`config.mk`:
```
export PLATFORM = sky130hd
export DESIGN_NAME = updown_game_core
export DESIGN_NICKNAME = d
export VERILOG_FILES = /design/src/rtl/updown_pkg.sv /design/src/rtl/updown_seg_enc.sv /design/src/rtl/updown_game_core.sv
export SDC_FILE = /design/constraint.sdc
export NUM_CORES = 1
export LEC_CHECK = 0
export ABC_AREA = 1
export CORE_MARGIN = 4
export CORE_UTILIZATION = 40
export CTS_BUF_LIST = sky130_fd_sc_hd__clkbuf_4 sky130_fd_sc_hd__clkbuf_8 sky130_fd_sc_hd__clkbuf_16
export CTS_CLUSTER_SIZE = 28
export DETAILED_ROUTE_END_ITERATION = 16
export PLACE_DENSITY = 0.69
export SLEW_MARGIN = 10
export SYNTH_ARGS = -nofsm -noshare
export SYNTH_HDL_FRONTEND = slang
export SYNTH_HIERARCHICAL = 1
export SYNTH_SLANG_ARGS = --single-unit
```
`constraint.sdc`:
```
create_clock -name clk -period 2.4 [get_ports clk]
set_input_delay 0.36 -clock clk [delete_from_list [all_inputs] [get_ports clk]]
set_output_delay 0.36 -clock clk [all_outputs]
set_load 0.02 [all_outputs]
```
`src/rtl/updown_pkg.sv`:
```
// Shared encodings for the up/down guessing game: result codes, game states
// and the 7-segment glyphs (active-high {g,f,e,d,c,b,a}).
package updown_pkg;

   localparam logic [1:0] RES_NONE    = 2'b00;
   localparam logic [1:0] RES_UP      = 2'b01;
   localparam logic [1:0] RES_DOWN    = 2'b10;
   localparam logic [1:0] RES_CORRECT = 2'b11;

   typedef enum logic [1:0] {
      ST_IDLE = 2'd0,
      ST_PLAY = 2'd1,
      ST_WIN  = 2'd2,
      ST_LOSE = 2'd3
   } state_t;

   localparam logic [6:0] SEG_BLANK = 7'b0000000;
   localparam logic [6:0] SEG_U     = 7'b0111110;
   localparam logic [6:0] SEG_D     = 7'b1011110;
   localparam logic [6:0] SEG_C     = 7'b0111001;
   localparam logic [6:0] SEG_L     = 7'b0111000;

endpackage

```
`src/rtl/updown_seg_enc.sv`:
```
// Combinational glyph selection from game state and last result.
// The game core registers the output before it reaches the display.
module updown_seg_enc
   import updown_pkg::*;
(
   input  state_t     state,
   input  logic [1:0] result,
   output logic [6:0] seg
);

   always_comb begin
      seg = SEG_BLANK;
      unique case (state)
         ST_IDLE: seg = SEG_BLANK;
         ST_WIN:  seg = SEG_C;
         ST_LOSE: seg = SEG_L;
         ST_PLAY: begin
            if (result == RES_UP)
               seg = SEG_U;
            else if (result == RES_DOWN)
               seg = SEG_D;
            else
               seg = SEG_BLANK;
         end
         default: seg = SEG_BLANK;
      endcase
   end

endmodule

```
`src/rtl/updown_game_core.sv`:
```
// Up/down guessing game core: secret latch, guess handshake, attempt counter,
// win/lose detection, registered result and display. Option: UPDOWN_RANGE_TRACK_EN.
module updown_game_core
   import updown_pkg::*;
#(
   parameter  int NUM_W     = 7,
   parameter  int MAX_NUM   = 99,
   parameter  int MAX_TRIES = 7,
   localparam int TRY_W     = $clog2(MAX_TRIES + 1)
) (
   input  logic             clk,
   input  logic             reset,
   input  logic             start,
   input  logic [NUM_W-1:0] secret,
   input  logic             guess_valid,
   input  logic [NUM_W-1:0] guess,
   output logic             guess_ready,
   output logic [1:0]       result,
   output logic             result_valid,
   output logic             guess_err,
   output logic [TRY_W-1:0] tries_used,
   output logic [TRY_W-1:0] tries_left,
   output logic             won,
   output logic             lost,
   output logic [6:0]       seg_display
`ifdef UPDOWN_RANGE_TRACK_EN
   ,
   output logic [NUM_W-1:0] range_lo,
   output logic [NUM_W-1:0] range_hi
`endif
);

   localparam logic [NUM_W-1:0] MAX_NUM_V   = NUM_W'(MAX_NUM);
   localparam logic [TRY_W-1:0] MAX_TRIES_V = TRY_W'(MAX_TRIES);

   state_t           state_reg, state_next;
   logic [NUM_W-1:0] secret_reg, secret_next;
   logic [1:0]       result_reg, result_next;
   logic             result_valid_reg, result_valid_next;
   logic             guess_err_reg, guess_err_next;
   logic [TRY_W-1:0] tries_reg, tries_next;
   logic [6:0]       seg_reg, seg_next;
   logic [NUM_W-1:0] lo_reg, lo_next;
   logic [NUM_W-1:0] hi_reg, hi_next;

   logic             start_ok;
   logic             accept;
   logic             in_range;
   logic [1:0]       cmp_res;
   logic [TRY_W-1:0] tries_inc;

   assign start_ok  = start && (secret <= MAX_NUM_V);
   // A legal start wins over a guess presented in the same cycle.
   assign accept    = guess_valid && (state_reg == ST_PLAY) && !start_ok;
   assign cmp_res   = (secret_reg > guess) ? RES_UP :
                      (secret_reg < guess) ? RES_DOWN : RES_CORRECT;
   assign tries_inc = (tries_reg == MAX_TRIES_V) ? tries_reg : tries_reg + TRY_W'(1);

`ifdef UPDOWN_RANGE_TRACK_EN
   assign in_range = (guess <= MAX_NUM_V) && (guess >= lo_reg) && (guess <= hi_reg);
`else
   assign in_range = (guess <= MAX_NUM_V);
`endif

   always_comb begin
      state_next        = state_reg;
      secret_next       = secret_reg;
      result_next       = result_reg;
      result_valid_next = 1'b0;
      guess_err_next    = 1'b0;
      tries_next        = tries_reg;
      lo_next           = lo_reg;
      hi_next           = hi_reg;
      if (start_ok) begin
         state_next  = ST_PLAY;
         secret_next = secret;
         result_next = RES_NONE;
         tries_next  = '0;
         lo_next     = '0;
         hi_next     = MAX_NUM_V;
      end else if (accept) begin
         if (!in_range) begin
            guess_err_next = 1'b1;
         end else begin
            result_valid_next = 1'b1;
            result_next       = cmp_res;
            tries_next        = tries_inc;
            // A correct guess on the last try still wins.
            if (cmp_res == RES_CORRECT)
               state_next = ST_WIN;
            else if (tries_inc == MAX_TRIES_V)
               state_next = ST_LOSE;
            if (cmp_res == RES_UP)
               lo_next = guess + NUM_W'(1);
            else if (cmp_res == RES_DOWN)
               hi_next = guess - NUM_W'(1);
         end
      end
   end

   // Glyph is computed from next state so the display lines up with state.
   updown_seg_enc u_seg_enc (
      .state  (state_next),
      .result (result_next),
      .seg    (seg_next)
   );

   always_ff @(posedge clk or negedge reset) begin
      if (!reset) begin
         state_reg        <= ST_IDLE;
         secret_reg       <= '0;
         result_reg       <= RES_NONE;
         result_valid_reg <= 1'b0;
         guess_err_reg    <= 1'b0;
         tries_reg        <= '0;
         seg_reg          <= SEG_BLANK;
         lo_reg           <= '0;
         hi_reg           <= MAX_NUM_V;
      end else begin
         state_reg        <= state_next;
         secret_reg       <= secret_next;
         result_reg       <= result_next;
         result_valid_reg <= result_valid_next;
         guess_err_reg    <= guess_err_next;
         tries_reg        <= tries_next;
         seg_reg          <= seg_next;
         lo_reg           <= lo_next;
         hi_reg           <= hi_next;
      end
   end

   assign guess_ready  = (state_reg == ST_PLAY);
   assign result       = result_reg;
   assign result_valid = result_valid_reg;
   assign guess_err    = guess_err_reg;
   assign tries_used   = tries_reg;
   assign tries_left   = MAX_TRIES_V - tries_reg;
   assign won          = (state_reg == ST_WIN);
   assign lost         = (state_reg == ST_LOSE);
   assign seg_display  = seg_reg;

`ifdef UPDOWN_RANGE_TRACK_EN
   assign range_lo = lo_reg;
   assign range_hi = hi_reg;
`else
   logic unused_range;
   assign unused_range = ^{lo_reg, hi_reg};
`endif

endmodule

```
==> results.json <==
{
  "finalMaxSlewViolations": 0,
  "ctsLongestPathBuffers": 2,
  "yosysUniqueCellTypes": 21,
  "worstSetupEndpointType": "flip-flop",
  "stdcell_count": 222,
  "status": "finished, final reports clean",
  "arrival_ps": 2300,
  "layout-drive-gt1-share_pct": 12.6,
  "startpoint_type": "input port",
  "grt_setup_unrepaired": "no",
  "clk-insertion-delay-late_ps": 310,
  "cts_setup_buffers": 0,
  "hpwl_um": 2110,
  "boundaryPins": 38,
  "period_share_pct": 85.2,
  "yosysTopAreaCell": "dfrtp_1",
  "antenna_found_initial": 0,
  "period_needed_ps": 2040,
  "routed_wl_um": 2630,
  "async_flop_share_pct": 100,
  "wl_per_cell_um": 11.8,
  "powerDensity_nw_per_um2": 601,
  "grt_overflow": 0,
  "final_nets": 220,
  "crit_required_ps": 2650,
  "ys_seq_area_share_pct": 46.7,
  "clock-root-buffer": "clkbuf_4",
  "ant_nets": 0,
  "drtIter0Drc": 16,
  "reg2reg_depth": 12,
  "power.leakage_nw": 0.875,
  "vias": 1029,
  "max_cap_viol_count": 0,
  "synth_top_area_share_pct": 46.7,
  "synth_seq_cells": 23,
  "synthSimpleGateAreaFrac_pct": 26.6,
  "die_h_um": 63.5,
  "grtUsageTotal_pct": 14.1,
  "grt_pass1_wl_um": 4580,
  "critPathSlowestCell": "clkdlybuf4s50_1",
  "drtPass1Iterations": 4,
  "syn-num-nets": 178,
  "min_path_type": "input port to asynchronous set/reset pin",
  "routabilityCongestion": 0.803,
  "die_area_sq_um": 4040,
  "synth_warnings": 6,
  "fp.dieW_um": 63.5,
  "synth_top_family_by_area": "simple AND/OR/NAND/NOR gates",
  "setup_viol": 0,
  "path_cells": "clkdlybuf4s50_1 > inv_1 > ha_1 > nand2_1 > inv_1 > a21oi_1 > nand2_1 > nand2_1 > o21ai_1 > inv_1 > ha_1 > inv_1 > nand2_1 > nor2_2",
  "max_freq_mhz": 489,
  "worstMarginPinSlew_ps": 291,
  "r2r_slack_ps": 510,
  "finalSetupTns_ps": 0,
  "io_buffers": 37,
  "relSlewSlack_pct": 80.6,
  "synth_ff_type": "dfrtp_1",
  "synth_xor_area_share_pct": 0,
  "core_sq_um": 2850,
  "synth-compound-area-share_pct": 5.58,
  "cts_tree": "yes",
  "num_rows": 19,
  "drcViolationCount": 0,
  "clock_sinks": 23,
  "syn_area_sq_um": 1230,
  "diodes": 0,
  "grt_max_degree": 24,
  "synth_mux_area_share_pct": 0,
  "syn_area_per_cell_sq_um": 8.22,
  "cts_max_level": 1,
  "hold_buffers": 0,
  "numCtsBuffers": 3,
  "placed_cells": 218,
  "synthTopCellsByArea": "dfrtp_1 (47%), nand2_1 (15%), ha_1 (10%)",
  "post-route-util_pct": 58.6,
  "fin_skew_ps": 6.18,
  "hold_viol_final": 0,
  "path_class": "input port to flip-flop",
  "syn_inst": 150,
  "ir_drop_v": 0.000503,
  "first_global_vias": 1118,
  "synth-edff-count": 0,
  "area_delta_synth_final_pct": 35.4,
  "viasPerCell": 4.64,
  "total_power_mw": 1.00,
  "critPathMaxFanout": 3,
  "yosys.area_share.adder_pct": 10.1,
  "max_stage_delay_ps": 470,
  "initial_core_util_pct": 43.2,
  "clkSlewWorstSetupHoldPaths_ps": 130,
  "ctsResizeCount": 0
}
-- cell usage in the layout (no fill, tap or decap), drive strengths merged --
cell type and n:
a21oi 4, buf 3, clkbuf 3, clkdlybuf4s50 37
clkinv 2, dfrtp 23, ha 10, inv 28
nand2 54, nand3 6, nand3b 1, nor2 11
nor3 1, nor4 1, o21ai 5, o22ai 2
-- stage by stage --
stage	instance area [sq um]	hold slack (ps)	setup slack (ps)
2_1_floorplan	1230	64.4	531
3_3_place_gp	1640	475	55.5
3_5_place_dp	1640	473	12.2
4_1_cts	1670	377	349
5_1_grt	1670	376	130
6_report	1670	378	355
-- synthesized netlist by cell type (all sizes together), types with 2 or more instances --
master / n
nand2: 54
inv: 28
dfrtp: 23
nor2: 11
ha: 10
nand3: 6
o21ai: 5
a21oi: 4
buf: 3
o22ai: 2
-- routing by layer --
metal | track usage [%] | wire, um | vias to the layer above | share of wire (%)
li1 | - | - | 534 | -
met1 | 15.4 | 1100 | 465 | 42
met2 | 25.0 | 1330 | 26 | 51
met3 | 4.44 | 164 | 4 | 6.2
met4 | 5.66 | 27 | 0 | 1.0
met5 | 0 | 0 | - | 0
-- worst max-delay path: cells and delay by family --
family                     cells  cell delay (ps)
buffers and inverters          5              710
AOI/OAI and AO/OA              2              220
and+or+nand+nor                5              480
adders and majority gates      2              520
-- cell type report --
cell class              instances  area (sq um)
inverters                      29           114
clock inverters                 1          5.00
clock buffers                   3          22.5
multi-input cells              95           522
repair buffers                 40           393
well taps                      31          38.8
fillers                       264          1180
flip-flops and latches         23           576
-- kinds of logic after synthesis --
logic type / count (synthesis)
AO/OA/AOI/OAI: 11
adder cells (fa/ha/maj): 10
buffers and inverters: 32
AND/OR/NAND/NOR: 74
flip-flops: 23
-- power breakdown --
| part | internal (mW) | leakage (nW) | switching, mW | total [mW] |
|---|---|---|---|---|
| Clock | 0.0623 | 0.0177 | 0.115 | 0.178 |
| Sequential | 0.441 | 0.290 | 0.0247 | 0.466 |
| Combinational | 0.164 | 0.567 | 0.195 | 0.360 |
| Total | 0.668 | 0.875 | 0.335 | 1.00 |
-- worst paths after layout --
check,to,from
worst max-delay path,seg_display[2],guess[6]
worst min-delay path,seg_display[6],reset
worst max register to register,seg_display[3],secret_reg[6]
worst min register to register,secret_reg[1],secret_reg[1]
max in group asynchronous,result_valid,reset
min in group clk,secret_reg[1],secret_reg[1]
Note: power is estimated with default switching activity, not from simulation.
